### src/rtl/edge_filter_3x3.sv
// 3x3 Sobel/Scharr gradient-magnitude edge filter: column window, |Gx|+|Gy|, shift and saturate.
// Optional EDGE_FILTER_THRESHOLD_EN binarises the output against i_threshold.
module edge_filter_3x3 #(
  parameter int Y_DEPTH      = 8,
  parameter int SOBEL_SHIFT  = 2,
  parameter int SCHARR_SHIFT = 4
) (
  input  logic               i_pclk,
  input  logic               i_arst,
  input  logic               i_valid,
  input  logic               i_sol,
  input  logic               i_mode,
  input  logic [Y_DEPTH-1:0] i_pixel_r0,
  input  logic [Y_DEPTH-1:0] i_pixel_r1,
  input  logic [Y_DEPTH-1:0] i_pixel_r2,
`ifdef EDGE_FILTER_THRESHOLD_EN
  input  logic [Y_DEPTH-1:0] i_threshold,
`endif
  output logic [Y_DEPTH-1:0] o_pixel,
  output logic               o_valid
);

  localparam int GW = Y_DEPTH + 6;

  typedef logic [Y_DEPTH-1:0]   pix_t;
  typedef logic signed [GW-1:0] grad_t;

  function automatic grad_t px(input pix_t p);
    return $signed({6'd0, p});
  endfunction

  function automatic logic [GW-1:0] abs_g(input grad_t v);
    logic [GW-1:0] r;
    r = v[GW-1] ? $unsigned(-v) : $unsigned(v);
    return r;
  endfunction

  // ---------------- stage 0: window, fill counter, mode latch ----------------
  pix_t       col_in [3];
  pix_t       win_reg [3][3];  // [column: 0 newest, 1 centre, 2 oldest][row]
  logic [1:0] fill_cnt_reg;
  logic [1:0] fill_cnt_next;
  logic       mode_reg;
  logic       s0_valid_reg;

  assign col_in[0] = i_pixel_r0;
  assign col_in[1] = i_pixel_r1;
  assign col_in[2] = i_pixel_r2;

  always_comb begin
    fill_cnt_next = fill_cnt_reg;
    if (i_valid) begin
      if (i_sol)
        fill_cnt_next = 2'd1;
      else if (fill_cnt_reg != 2'd3)
        fill_cnt_next = fill_cnt_reg + 2'd1;
    end
  end

  always_ff @(posedge i_pclk or posedge i_arst) begin
    if (i_arst) begin
      for (int c = 0; c < 3; c++)
        for (int r = 0; r < 3; r++)
          win_reg[c][r] <= '0;
      fill_cnt_reg <= '0;
      mode_reg     <= 1'b0;
      s0_valid_reg <= 1'b0;
    end else begin
      fill_cnt_reg <= fill_cnt_next;
      s0_valid_reg <= i_valid && (fill_cnt_next == 2'd3);
      if (i_valid) begin
        for (int r = 0; r < 3; r++) begin
          win_reg[2][r] <= win_reg[1][r];
          win_reg[1][r] <= win_reg[0][r];
          win_reg[0][r] <= col_in[r];
        end
        if (i_sol)
          mode_reg <= i_mode;
      end
    end
  end

  // ---------------- stage 1: gradients ----------------
  // dx[gi]: row gi, newest minus oldest column; dy[gi]: column gi, bottom minus top row.
  grad_t dx [3];
  grad_t dy [3];

  genvar gi;
  generate
    for (gi = 0; gi < 3; gi++) begin : g_diff
      assign dx[gi] = px(win_reg[0][gi]) - px(win_reg[2][gi]);
      assign dy[gi] = px(win_reg[gi][2]) - px(win_reg[gi][0]);
    end
  endgenerate

  grad_t ka;
  grad_t kb;
  grad_t gx_next;
  grad_t gy_next;
  grad_t gx_reg;
  grad_t gy_reg;
  logic  s1_valid_reg;
  logic  s1_mode_reg;

  // mode_reg still holds the line's kernel here even if a new line starts this edge.
  always_comb begin
    ka      = mode_reg ? GW'(3)  : GW'(1);
    kb      = mode_reg ? GW'(10) : GW'(2);
    gx_next = ka * dx[0] + kb * dx[1] + ka * dx[2];
    gy_next = ka * dy[0] + kb * dy[1] + ka * dy[2];
  end

  always_ff @(posedge i_pclk or posedge i_arst) begin
    if (i_arst) begin
      gx_reg       <= '0;
      gy_reg       <= '0;
      s1_valid_reg <= 1'b0;
      s1_mode_reg  <= 1'b0;
    end else begin
      s1_valid_reg <= s0_valid_reg;
      if (s0_valid_reg) begin
        gx_reg      <= gx_next;
        gy_reg      <= gy_next;
        s1_mode_reg <= mode_reg;
      end
    end
  end

  // ---------------- stage 2: magnitude ----------------
  logic [GW-1:0] mag_reg;
  logic          s2_valid_reg;
  logic          s2_mode_reg;

  always_ff @(posedge i_pclk or posedge i_arst) begin
    if (i_arst) begin
      mag_reg      <= '0;
      s2_valid_reg <= 1'b0;
      s2_mode_reg  <= 1'b0;
    end else begin
      s2_valid_reg <= s1_valid_reg;
      if (s1_valid_reg) begin
        mag_reg     <= abs_g(gx_reg) + abs_g(gy_reg);
        s2_mode_reg <= s1_mode_reg;
      end
    end
  end

  // ---------------- stage 3: scale, saturate, output ----------------
  logic [GW-1:0] scaled;
  pix_t          sat_pix;
  pix_t          out_next;

  always_comb begin
    scaled  = s2_mode_reg ? (mag_reg >> SCHARR_SHIFT) : (mag_reg >> SOBEL_SHIFT);
    sat_pix = (|scaled[GW-1:Y_DEPTH]) ? '1 : scaled[Y_DEPTH-1:0];
`ifdef EDGE_FILTER_THRESHOLD_EN
    out_next = (sat_pix >= i_threshold) ? '1 : '0;
`else
    out_next = sat_pix;
`endif
  end

  always_ff @(posedge i_pclk or posedge i_arst) begin
    if (i_arst) begin
      o_pixel <= '0;
      o_valid <= 1'b0;
    end else begin
      o_valid <= s2_valid_reg;
      if (s2_valid_reg)
        o_pixel <= out_next;
    end
  end

endmodule
### config.mk
export PLATFORM = sky130hd
export DESIGN_NAME = edge_filter_3x3
export DESIGN_NICKNAME = d
export VERILOG_FILES = /design/src/rtl/edge_filter_3x3.sv
export SDC_FILE = /design/constraint.sdc
export NUM_CORES = 1
export LEC_CHECK = 0
export BUFFER_PORTS_ARGS = -buffer_cell sky130_fd_sc_hd__buf_4
export CAP_MARGIN = 20
export CORE_ASPECT_RATIO = 0.9
export CORE_MARGIN = 8
export CORE_UTILIZATION = 65
export CTS_CLUSTER_SIZE = 16
export DETAILED_ROUTE_END_ITERATION = 7
export PLACE_DENSITY = 0.92
export RECOVER_POWER = 50
export SETUP_SLACK_MARGIN = 0.2
export SYNTH_ARGS = -nofsm -noshare
export SYNTH_HDL_FRONTEND = slang
export SYNTH_SLANG_ARGS = --single-unit
### constraint.sdc
create_clock -name i_pclk -period 17.8 [get_ports i_pclk]
set_input_delay 0 -clock i_pclk [delete_from_list [all_inputs] [get_ports i_pclk]]
set_output_delay 0 -clock i_pclk [all_outputs]
set_load 0.01 [all_outputs]
# ---- Word level (Yosys, flattened, before mapping)
# Index checks and enable logic that the tools add are counted.
# Widths: inputs -> output; s select.
dict set report word_totals {
  ff_bits 131
  input_bits 29
  out_inout_bits 9
  word_cells 55
}
dict set report op_classes {
  addsub 14
  multipliers 6
  n_eq_ne 2
  muxes 9
  n_reduce_logical 3
}
# cell count
set ops {}
lappend ops {{$sub 8x8->9} 6}
lappend ops {{$mul 3x9->12} 4}
lappend ops {{$add 12x14->14} 2}
lappend ops {{$add 14x12->14} 2}
lappend ops {{$mul 5x9->14} 2}
lappend ops {{$mux 14} 2}
lappend ops {{$neg 14->14} 2}
lappend ops {{$add 14x14->14} 1}
lappend ops {{$mux 12} 1}
lappend ops {{$mux 2} 4}
lappend ops {{$mux 8} 1}
lappend ops {{$reduce_or 6->1} 1}
lappend ops {{$mux 4} 1}
lappend ops {{$add 2x1->2 const B} 1}
lappend ops {{$eq 2x2->1 const B} 1}
lappend ops {{$ne 2x2->1 const B} 1}
lappend ops {{$reduce_and 2->1} 1}
lappend ops {{$logic_and 1x1->1} 1}

# ---- Logic depth before layout (Yosys ltp)
dict set report logic_depth {
  word_depth 6
  depth_mapped 26
  depth_no_buf 26
}

# ---- Worst setup path before layout
# No wires, ideal clock.
dict set report synth_timing {
  path_kind {register -> register}
  startpoint {register win_reg[48] (netlist name)}
  endpoint {register gx_reg[12]}
  setup_time_ps 125
  arrival_time_ps 5622
  required_time_ps 17675
  path_slack_ps 12053
  stages_incl_launch_ff 25
  n_path_buf 0
  synth_period_minus_slack_ps 5747
  path_cell_list {dfrtp_1 > inv_1 > ha_1 > inv_1 > fa_1 > a21o_1 > a21oi_1 > o21bai_1 > a21oi_1 > xnor2_1 > and2_1 > ha_1 > ha_1 > fa_1 > fa_1 > inv_1 > fa_1 > inv_1 > ha_1 > o211a_1 > o31a_1 > o41ai_1 > o21ai_0 > xor2_1 > mux2_2}
}
dict set report synth_between {
  elab_chain_len 3
}
# element line
set synth_rtl {}
lappend synth_rtl {{start: declaration} 40} ;# pix_t win_reg [3][3];
lappend synth_rtl {{start signal: indexed assignment} 73} ;# win_reg[2][r] <= win_reg[1][r];
lappend synth_rtl {{start signal: indexed assignment} 74} ;# win_reg[1][r] <= win_reg[0][r];
lappend synth_rtl {{start signal: indexed assignment} 75} ;# win_reg[0][r] <= col_in[r];
lappend synth_rtl {{$sub 8x8->9} 91} ;# assign dx[gi] = px(win_reg[0][gi]) - px(win_reg[2][gi]);
lappend synth_rtl {{$mul 3x9->12} 109} ;# gx_next = ka * dx[0] + kb * dx[1] + ka * dx[2];
lappend synth_rtl {{$add 14x12->14} 109}
lappend synth_rtl {{end signal: assignment} 122} ;# gx_reg <= gx_next;
lappend synth_rtl {{end: declaration} 100} ;# grad_t gx_reg;
# No other way between the ends.
# A chain may end at the register's enable or synchronous reset.

# ---- Final worst setup path
dict set report layout_timing {
  startpoint {register win_reg[48] (netlist name)}
  endpoint {register gx_reg[13]}
}
# The elaborated chain is that of the path after synthesis.

==> flow_summary.yaml <==
run_status:
  status: "complete, but fails checks"
  violations: "capacitance limit, slew limit"
logic_synthesis:
  synth_fp_nets: 1520
  synth.most_common_cell: "inv_1"
  syn_inst: 1257
  ys_seq_area_share_pct: 27.0
  yosysWarningCount: 0
  synth_top_cell_by_area: "dfrtp_1"
  synth_area_sq_um: 11900
  synth-seq-cells: 129
  netlist.area_leader.share_pct: 27.0
  ys_types: 50
  synth_edf_count: 0
  synth-async-reset-ratio_pct: 100
  synth_common_cells: "inv_1, ha_1, dfrtp_1, o21ai_0"
  synthFlopType: "dfrtp_1"
  synth_top_cells_by_area: "dfrtp_1, ha_1, fa_1"
  avgSynthCellArea_sq_um: 9.50
run:
  timing.max_cap.violations: 4
clock_network:
  ctsHoldBuffers: 27
  cts_htree_levels: 4
  clock_latency_ns: 0.44
  cts_tree: "yes"
  cts_sinks: 129
  clk_pin_slew_ns: 0.06
  root_buffer: "clkbuf_16"
  cts_resized: 0
  numCtsBuffers: 17
  cts_setup_buffers: 0
  cts.path.max_buffers: 2
timing:
  slew_violations: 216
  hold_viol: 0
  max_freq_mhz: 159
  finalCritPeriodShare_pct: 35.4
  setup_viol: 0
  max-slew-margin-rel_pct: -79.8
  skew_ns: 0.0132
  period_needed_ns: 6.30
  tightest_slew_ns: 2.70
  tns_ns: 0
  rsz0062_at_grt: "no"
setup_path:
  slowest_stage: "fa_1"
  cp_slowest_stage_delay_ns: 0.55
  arrival_ns: 6.54
  r2r-start: "win_reg[48]"
  cp-end-kind: "register"
  path_cells: "inv_1 -> ha_1 -> inv_1 -> fa_1 -> a21o_1 -> a21oi_1 -> o21bai_1 -> a2111oi_0 -> or3_1 -> ha_1 -> ha_1 -> fa_1 -> fa_1 -> inv_1 -> fa_1 -> inv_1 -> ha_1 -> o21ai_0 -> a221oi_1 -> o21ai_0 -> a32o_1 -> xnor2_1 -> mux2i_1"
  critPathKind: "register to register"
  path_delay_family: "adder cells"
  crit_buf_inv: 4
  cp-start-kind: "register"
  startpoint: "win_reg[48]"
  cp.required_ns: 18.05
  reg2reg_slack_ns: 11.50
  critPathMaxFanout: 6
floorplan:
  dieHeight_um: 145
  start_util_pct: 65.7
  core-area_sq_um: 18200
  boundaryPins: 38
  fp.dieW_um: 159
  die_area_sq_um: 23000
  row_count: 47
drt:
  viasPerCell: 5.78
  ant_nets: 0
  drt_pass1_iterations: 5
  wirelength_mm: 27.8
  avgRoutedWirePerCell_um: 17.7
  vias: 9098
  drt_iter0_markers: 621
  drc: 0
global_route:
  grt_pass1_vias: 9672
  grt_use_met1_pct: 28.1
  use_met3_pct: 4.87
  gr-total-overflow: 0
  antenna_found_initial: 0
  grt_pass1_wl_mm: 45.9
  grt.total_usage_pct: 24.6
  busiest_layer: "met2"
  grt_start_max_net_pins: 121
  grt_use_met2_pct: 44.5
final_layout:
  syn2layout_area_growth_pct: 11.5
  nFillCells: 1141
  num_antenna_cells: 0
  largest_register_ffs: 72
  nets: 1579
  multiInputGateArea_sq_um: 7800
  layout-drive-gt1-share_pct: 10.7
  layout.area.seq_sq_um: 3230
hold_path:
  hold_class: "input pin to register"
  min-delay-start: "i_pixel_r0[2]"
place:
  dp_hpwl_mm: 19.7
  io_buffers: 37
  place_congestion: 0.912
## final timing paths
check	to	depth (start not counted)
max	gx_reg[13]	23
min	win_reg[66]	4
max reg2reg	gx_reg[13]	23
min reg2reg	win_reg[18]	2
max in group asynchronous	win_reg[59]	4
min in group asynchronous	o_pixel[7]	3
## area by class of cell
cell class                      instances  share of cell area [%]
Clock buffer                           17                    3.20
Clock inverter                         15                    1.24
Inverter                              212                    5.99
Multi-Input combinational cell        886                    58.6
Sequential cell                       129                    24.3
Tap cell                              245                    2.30
Timing Repair Buffer                   70                    4.40
## logic make-up (layout without fill, tap and decap cells)
family / count (synthesis) / count (layout) / synth area share [%]
buffers and inverters: 242 / 314 / 7.62
flip-flops: 129 / 129 / 27.0
AND/OR/NAND/NOR: 285 / 285 / 11.5
AO/OA/AOI/OAI: 195 / 195 / 9.86
multiplexers: 73 / 73 / 6.76
XOR/XNOR: 99 / 99 / 7.26
adder cells (fa/ha/maj): 234 / 234 / 29.9
## cell usage in the layout (no fill, tap or decap), drive strengths merged, types with 7 or more instances in the layout
cell type,instances
a211oi,8
a21o,10
a21oi,39
and2,39
buf,38
clkbuf,21
dfrtp,129
dlygate4sd3,27
fa,86
ha,148
inv,220
mux2,61
mux2i,12
nand2,78
nand2b,7
nor2,86
nor2b,23
nor3,22
o21ai,89
o41ai,13
xnor2,82
xor2,17
## metal layers
layer	up-vias	wire [um]
met3	80	1400
met4	0	1060
li1	4254	-
met2	317	14100
met5	-	0
met1	4447	11300
## through the flow
stage                     setup WS (ns)  instance area [sq um]  util [%]  std cells  hold slack (ns)
final                             11.50                  13300      73.3       1574            0.335
after CTS                         11.54                  13300      73.3       1573            0.250
after global placement            11.85                  12400      68.5       1513            0.155
after floorplan                   12.05                  11900         -       1257           0.0899
after global routing              11.16                  13300      73.3       1574            0.344
after detailed placement          11.60                  12500      68.5       1514            0.160
## worst min-delay path, cell delays in order
cell and delay [ns]:
dlygate4sd3_1 0.52, buf_4 0.10, nand2_1 0.05, o21ai_0 0.06
Power is not shown: default switching activity piles up to over one toggle a cycle in this logic, so the estimate is an artifact.
